`src/rtl/input_sweep_collector_pkg.sv`:
```
// Shared types and constants for the input sweep collector.
// Optional MISR signature logic is enabled with INPUT_SWEEP_MISR_EN.
package sweep_pkg;

  typedef enum logic [1:0] {
    IDLE  = 2'd0,
    SWEEP = 2'd1,
    DRAIN = 2'd2,
    HOLD  = 2'd3
  } state_t;

  // x^16 + x^14 + x^13 + x^11 + 1, taps on bits 15, 13, 12, 10
  localparam logic [15:0] MISR_POLY = 16'hB400;
  localparam logic [15:0] MISR_SEED = 16'hFFFF;

  function automatic int unsigned tt_width(input int unsigned n);
    return 32'd1 << n;
  endfunction

  // One Fibonacci MISR step: tap parity XOR data enters at bit 0
  function automatic logic [15:0] misr_step(input logic [15:0] s, input logic d);
    return {s[14:0], (^(s & MISR_POLY)) ^ d};
  endfunction

endpackage

```
`src/rtl/sweep_delay_line.sv`:
```
// Delays the {valid, idx} capture tag by DEPTH cycles so that a capture
// lines up with the DUT's output latency. DEPTH=0 is a wire.
module sweep_delay_line #(
  parameter int unsigned DEPTH = 0,
  parameter int unsigned W     = 1
) (
  input  logic         clk,
  input  logic         rst,
  input  logic         in_valid,
  input  logic [W-1:0] in_idx,
  output logic         out_valid,
  output logic [W-1:0] out_idx
);

  if (DEPTH == 0) begin : g_pass
    // clock and reset have no function when there is no storage
    logic unused_clk_rst;
    assign unused_clk_rst = clk ^ rst;
    assign out_valid      = in_valid;
    assign out_idx        = in_idx;
  end else begin : g_pipe
    logic [DEPTH-1:0] valid_q, valid_d;
    logic [W-1:0]     idx_q [DEPTH];
    logic [W-1:0]     idx_d [DEPTH];

    // next stage contents: input enters stage 0, everything moves up one
    always_comb begin
      valid_d[0] = in_valid;
      idx_d[0]   = in_idx;
      for (int unsigned i = 1; i < DEPTH; i++) begin
        valid_d[i] = valid_q[i-1];
        idx_d[i]   = idx_q[i-1];
      end
    end

    // shift register storage, cleared by reset
    always_ff @(posedge clk) begin
      if (rst) begin
        valid_q <= '0;
        for (int unsigned i = 0; i < DEPTH; i++) idx_q[i] <= '0;
      end else begin
        valid_q <= valid_d;
        idx_q   <= idx_d;
      end
    end

    assign out_valid = valid_q[DEPTH-1];
    assign out_idx   = idx_q[DEPTH-1];
  end

endmodule

```
`src/rtl/input_sweep_collector.sv`:
```
// Exhaustive input sweep driver and truth-table capture for a small
// combinational netlist, with a valid/ready hand-off of the table.
// Define INPUT_SWEEP_MISR_EN to add the 16-bit MISR signature port sig.
module input_sweep_collector
  import sweep_pkg::*;
#(
  parameter  int unsigned NUM_IN  = 6,
  parameter  int unsigned DUT_LAT = 0,
  localparam int unsigned TT_W    = tt_width(NUM_IN)
) (
  input  logic              clk,
  input  logic              rst,
  input  logic              start,
  output logic [NUM_IN-1:0] pat,
  input  logic              dut_f,
  output logic              busy,
  output logic              tt_valid,
  input  logic              tt_ready,
  output logic [TT_W-1:0]   tt_data,
  output logic              done
`ifdef INPUT_SWEEP_MISR_EN
  ,
  output logic [15:0]       sig
`endif
);

  localparam int unsigned     IDX_W    = NUM_IN + 1;
  localparam logic [IDX_W-1:0] IDX_LAST = IDX_W'(TT_W - 1);

  state_t              state_q, state_d;
  logic [IDX_W-1:0]    idx_q, idx_d;
  logic [NUM_IN-1:0]   pat_q, pat_d;
  logic [TT_W-1:0]     tt_data_q, tt_data_d;
  logic                cap_valid;
  logic [IDX_W-1:0]    cap_idx;
`ifdef INPUT_SWEEP_MISR_EN
  logic [15:0]         sig_q, sig_d;
`endif

  sweep_delay_line #(
    .DEPTH (DUT_LAT),
    .W     (IDX_W)
  ) u_delay (
    .clk       (clk),
    .rst       (rst),
    .in_valid  (state_q == SWEEP),
    .in_idx    (idx_q),
    .out_valid (cap_valid),
    .out_idx   (cap_idx)
  );

  // sequencing, pattern generation and capture of f into the table
  always_comb begin
    state_d   = state_q;
    idx_d     = idx_q;
    tt_data_d = tt_data_q;
`ifdef INPUT_SWEEP_MISR_EN
    sig_d     = sig_q;
`endif
    case (state_q)
      IDLE: begin
        if (start) begin
          state_d   = SWEEP;
          idx_d     = '0;
          tt_data_d = '0;
`ifdef INPUT_SWEEP_MISR_EN
          sig_d     = MISR_SEED;
`endif
        end
      end
      SWEEP: begin
        if (idx_q == IDX_LAST) begin
          state_d = (DUT_LAT == 0) ? HOLD : DRAIN;
        end else begin
          idx_d = idx_q + 1'b1;
        end
      end
      // DRAIN ends on the capture of the last pattern rather than with a
      // separate counter; that capture arrives exactly DUT_LAT cycles in.
      DRAIN: begin
        if (cap_valid && (cap_idx == IDX_LAST)) state_d = HOLD;
      end
      HOLD: begin
        if (tt_ready) state_d = IDLE;
      end
      default: state_d = IDLE;
    endcase

    if (cap_valid) begin
      tt_data_d[cap_idx[NUM_IN-1:0]] = dut_f;
`ifdef INPUT_SWEEP_MISR_EN
      sig_d = misr_step(sig_q, dut_f);
`endif
    end

    pat_d = (state_d == SWEEP) ? idx_d[NUM_IN-1:0] : '0;
  end

  // state registers with synchronous reset
  always_ff @(posedge clk) begin
    if (rst) begin
      state_q   <= IDLE;
      idx_q     <= '0;
      pat_q     <= '0;
      tt_data_q <= '0;
`ifdef INPUT_SWEEP_MISR_EN
      sig_q     <= MISR_SEED;
`endif
    end else begin
      state_q   <= state_d;
      idx_q     <= idx_d;
      pat_q     <= pat_d;
      tt_data_q <= tt_data_d;
`ifdef INPUT_SWEEP_MISR_EN
      sig_q     <= sig_d;
`endif
    end
  end

  assign pat      = pat_q;
  assign busy     = (state_q == SWEEP) || (state_q == DRAIN);
  assign tt_valid = (state_q == HOLD);
  assign done     = (state_q == HOLD) && tt_ready;
  assign tt_data  = tt_data_q;
`ifdef INPUT_SWEEP_MISR_EN
  assign sig      = sig_q;
`endif

endmodule
```
`config.mk`:
```
export PLATFORM = sky130hd
export DESIGN_NAME = input_sweep_collector
export DESIGN_NICKNAME = d
export VERILOG_FILES = /design/src/rtl/input_sweep_collector_pkg.sv /design/src/rtl/sweep_delay_line.sv /design/src/rtl/input_sweep_collector.sv
export SDC_FILE = /design/constraint.sdc
export NUM_CORES = 1
export LEC_CHECK = 0
export ABC_AREA = 1
export CORE_MARGIN = 10
export CORE_UTILIZATION = 30
export CTS_CLUSTER_SIZE = 14
export DETAILED_ROUTE_END_ITERATION = 10
export SYNTH_ARGS = -nofsm -noshare
export SYNTH_HDL_FRONTEND = slang
export SYNTH_SLANG_ARGS = --single-unit
```
`constraint.sdc`:
```
create_clock -name clk -period 2.6 [get_ports clk]
set_input_delay 0.26 -clock clk [delete_from_list [all_inputs] [get_ports clk]]
set_output_delay 0.26 -clock clk [all_outputs]
set_load 0.01 [all_outputs]
```
After elaboration in Yosys (flattened, before gate mapping)
Index checks and enable logic that the tools add are counted.
- register bits after elaboration: 79
- input bits: 5
- output and inout port bits: 73
- logic and storage cells: 38
- add/sub/neg operators: 1
- order comparisons: 2
- equality and inequality tests: 7
- multiplexer cells: 14
- bitwise gates (word level): 1
- reduce and logical (&&, ||, !) cells: 8
- operators with widths (kind ; count):
    $mux W64 ; 3
    $bwmux W64 ; 1
    $mux W7 ; 2
    $pmux W7 S2 ; 1
    $mux W2 ; 4
    $pmux W2 S4 ; 1
    $add A7 B1 Y7 const B ; 1
    $eq A7 B6 Y1 const B ; 1
    $lt A6 B7 Y1 const B ; 1
    $demux W1 S6 ; 1
    $ge A6 B1 Y1 const B ; 1
    $eq A2 B1 Y1 const B ; 2
    $eq A2 B2 Y1 const B ; 2
    $ne A2 B2 Y1 const B ; 2
    $logic_and A1 B1 Y1 ; 3
    $reduce_and A3 Y1 ; 1
    $logic_not A2 Y1 ; 1
    $reduce_bool A2 Y1 ; 1
    $reduce_or A2 Y1 ; 1
    $logic_or A1 B1 Y1 ; 1
    $mux W1 ; 1
    $not A1 Y1 ; 1

Logic depth before layout (Yosys ltp)
- depth in word-level cells: 7
- depth in mapped cells: 10

By module
From an unflattened synthesis, not the netlist that was laid out.
- cells, all modules: 434
- area, all modules: 3557.2 um2
- modules (own cells, without submodules) (module ; times used ; cells an instance ; area an instance (um2)):
    input_sweep_collector ; 1 ; 426 ; 3497.1
    sweep_delay_line ; 1 ; 8 ; 60.1

Worst setup path after synthesis
Ideal clock, no wire load.
- kind: register to register
- from: register state_q[1]
- to: register tt_data_q[40], in the netlist tt_data[40]
- library setup time: 0.132 ns
- data arrival time: 1.349 ns
- setup slack: 1.119 ns
- stages on the path, launching flop included: 11
- path buffers: 1
- period minus slack after synthesis: 1.481 ns
- cells stage by stage: dfxtp_1 > inv_1 > ha_1 > buf_6 > inv_2 > nor2_4 > inv_2 > nor2_4 > inv_2 > nor3_1 > nor3_1
- word-level cells in the longest chain between the ends: 4
- ends and longest elaborated chain (item ; RTL line ; text):
    start, declared ; input_sweep_collector.sv:30 ; state_t state_q, state_d;
    start signal, assigned ; input_sweep_collector.sv:110 ; state_q <= state_d;
    $logic_not A2 Y1 ; input_sweep_collector.sv:60 ; case (state_q)
    $mux W64 ; input_sweep_collector.sv:60 ;
    $bwmux W64 ; input_sweep_collector.sv:90 ; tt_data_d[cap_idx[NUM_IN-1:0]] = dut_f;
    $mux W64 * ; input_sweep_collector.sv:89 ; if (cap_valid) begin
    end signal, assigned ; input_sweep_collector.sv:113 ; tt_data_q <= tt_data_d;
    end, declared ; input_sweep_collector.sv:33 ; logic [TT_W-1:0] tt_data_q, tt_data_d;
Every way passes the cells marked *; elsewhere a longest branch is shown, timed or not.
A chain may end at the register's enable or synchronous reset.

Final worst setup path
- from: register state_q[1]
- to: register tt_data_q[38], in the netlist tt_data[38]
The elaborated chain is that of the path after synthesis.

==> flow_metrics.py <==
metrics = {
    "status": {
        "outcome": "finished, final reports clean",
    },
    "sta": {
        "fin_tns_setup_ps": 0,
        "tightest_slew_ps": 646,
        "rsz0062_at_grt": "no",
        "final-setup-viol-count": 0,
        "fin_crit_sh": 0.833,
        "min_period_ps": 2170,
        "hold_violations": 0,
        "fin_skew_ps": 6.23,
        "fmax_mhz": 462,
        "drv_slew": 0,
        "max_slew_margin": 0.569,
    },
    "logic_synthesis": {
        "ys_types": 28,
        "netlist_top_cells_area": "dfxtp_1 45%, nor3_1 18%, a22oi_1 13%",
        "synth_most_common_cell": "nor3_1",
        "synth_top_area_cell": "dfxtp_1",
        "netlist_instances": 423,
        "syn-cell-area_um2": 3550,
        "syn-num-nets": 433,
        "synthFlopType": "dfxtp_1",
        "synth_commonest_cells": "126 x nor3_1, 79 x dfxtp_1, 63 x a22oi_1",
        "seq_area_frac_synth": 0.445,
        "async_reset_ff_frac": 0,
        "ys_seq_elements": 79,
        "synth_edf_count": 0,
        "syn_area_per_cell_um2": 8.39,
        "synth_top_area_share": 0.445,
        "yosys_warnings": 0,
    },
    "cells_and_area": {
        "final_cells": 639,
        "num_antenna_cells": 0,
        "fin_util": 0.414,
        "drive_gt1_frac": 0.147,
        "synthToLayoutAreaGrowth_pct": 34.3,
        "fin_nets": 501,
        "fill_cells": 1172,
    },
    "drt": {
        "dr.first_iter.drc_count": 362,
        "wl_mm": 12.3,
        "drt-met1-wl_mm": 5.18,
        "highest_layer": "met4",
        "viasPerCell": 5.45,
        "drc": 0,
        "wl_met3_mm": 1.06,
        "firstDrtPassIters": 6,
        "vias": 3485,
        "dr_wl_met2_mm": 5.89,
        "routedWlPerCell_um": 19.3,
        "antenna_left": 0,
    },
    "clocking": {
        "clock_latency_ps": 340,
        "hold_buffers": 0,
        "cts_tree": "yes",
        "cts.sinks": 79,
        "cts_buffer_depth": 2,
        "clk_pin_slew_ps": 60,
        "ctsHtreeMaxLevel": 3,
        "cts_resized": 0,
        "ctsRootBufferMaster": "clkbuf_16",
        "cts-buffers-inserted": 9,
        "cts_setup_buffers": 0,
    },
    "global_route": {
        "track_usage": 0.148,
        "first_global_vias": 3370,
        "grt_pass1_wl_mm": 19.4,
        "grt_max_degree": 65,
        "antenna_found_initial": 0,
        "overflow": 0,
    },
    "critical_path": {
        "worstPathMaxFanout": 10,
        "crit_type": "register to register",
        "cpLargestDelayFamily": "simple AND/OR/NAND/NOR gates",
        "end_kind": "register",
        "crit_path_top_delay_cell": "ha_1",
        "crit_buf_inv": 4,
        "start_kind": "register",
        "crit_top_cell": "inv_2",
        "critPathMaxStageDelay_ps": 440,
        "cp_cell_sequence": "inv_1 > ha_1 > inv_2 > nor2_4 > inv_2 > nor2_4 > inv_2 > nor3_1 > nor3_1",
        "required_ps": 2820,
        "arrival_ps": 2390,
    },
    "die": {
        "die_w_um": 129,
        "rows": 39,
        "ioPinCount": 78,
        "initial_utilization": 0.308,
        "core-area_um2": 11500,
        "die_h_um": 129,
        "dieArea_um2": 16600,
    },
    "placed_design": {
        "dp.cells": 623,
        "io_buffers": 77,
        "hpwlAfterDp_mm": 8.45,
        "gp_congestion": 0.873,
    },
    "pwr": {
        "peakVddDrop_mv": 0.433,
        "leakage_nw": 1.58,
        "power_w": 0.00284,
        "power_density_nw_per_um2": 595,
    },
    "worst_hold_path": {
        "hold_path_class": "input port to register",
    },
    "run": {
        "drv_cap": 0,
    },
}
## worst register-to-register path: cells and delay by family (launching register included)
| kind | cells | cell delay (ps) |
|---|---|---|
| DFF | 1 | 350 |
| buffers and inverters | 4 | 520 |
| adders and majority gates | 1 | 440 |
| and+or+nand+nor | 4 | 750 |
## area by class of cell
class	count	area, um2	area share
timing repair buffer	83	831	0.174
tap	143	179	0.0375
clock inverter	6	91.3	0.0192
sequential	79	1580	0.332
inverter	39	153	0.0320
multi-input combinational	279	1690	0.355
clock buffer	10	239	0.0501
## layout by cell type (no fill, tap or decap), drive strengths merged
cell type,netlist,layout
a21oi,9,9
a22oi,63,63
buf,8,8
bufinv,0,2
clkbuf,18,10
clkdlybuf4s50,0,75
clkinv,1,4
dfxtp,79,79
ha,5,5
inv,38,39
nand2,24,24
nand3,7,7
nor2,36,36
nor3,129,129
o211ai,1,1
o21ai,3,3
o22ai,1,1
xor2,1,1
## routing by layer
metal	vias up	GRT usage
li1	1660	-
met1	1673	0.186
met2	137	0.241
met3	15	0.0423
met4	0	0.0462
met5	-	0
## sequential cells by signal, summed over array words and instances, names as in the netlist
name     flops
tt_data     64
idx_q        7
pat          6
state_q      2
## stage by stage
stage | instance area, um2 | setup WS, ps | hold slack [ps]
2_1_floorplan | 3550 | 1120 | 451
3_3_place_gp | 4440 | 509 | 468
3_5_place_dp | 4440 | 455 | 475
4_1_cts | 4770 | 441 | 404
5_1_grt | 4770 | 272 | 432
6_report | 4770 | 434 | 412
## where the power goes
| group | total (W) | internal, W | switching [W] |
|---|---|---|---|
| Combinational | 0.000216 | 0.0000579 | 0.000158 |
| Clock | 0.00139 | 0.000872 | 0.000519 |
| Sequential | 0.00123 | 0.00122 | 0.0000105 |
| Total | 0.00284 | 0.00215 | 0.000687 |
## final timing paths
kind | startpoint | endpoint | slack (ps) | cells after the start
worst max-delay path | state_q[1] | tt_data[38] | 430 | 9
worst min-delay path | rst | idx_q[3] | 410 | 2
worst min register to register | tt_data[31] | tt_data[31] | 490 | 2
worst max register to register | state_q[1] | tt_data[38] | 430 | 9
## cells by family (layout without fill, tap and decap cells)
logic type,after synthesis,in the layout,share of synthesized area
flip-flops,79,79,0.445
XOR/XNOR,1,1,0.00247
AO/OA/AOI/OAI,77,77,0.155
AND/OR/NAND/NOR,196,196,0.301
adder cells (fa/ha/maj),5,5,0.0176
buffers and inverters,65,138,0.0782
No activity file was read; power rests on OpenSTA's default activity.
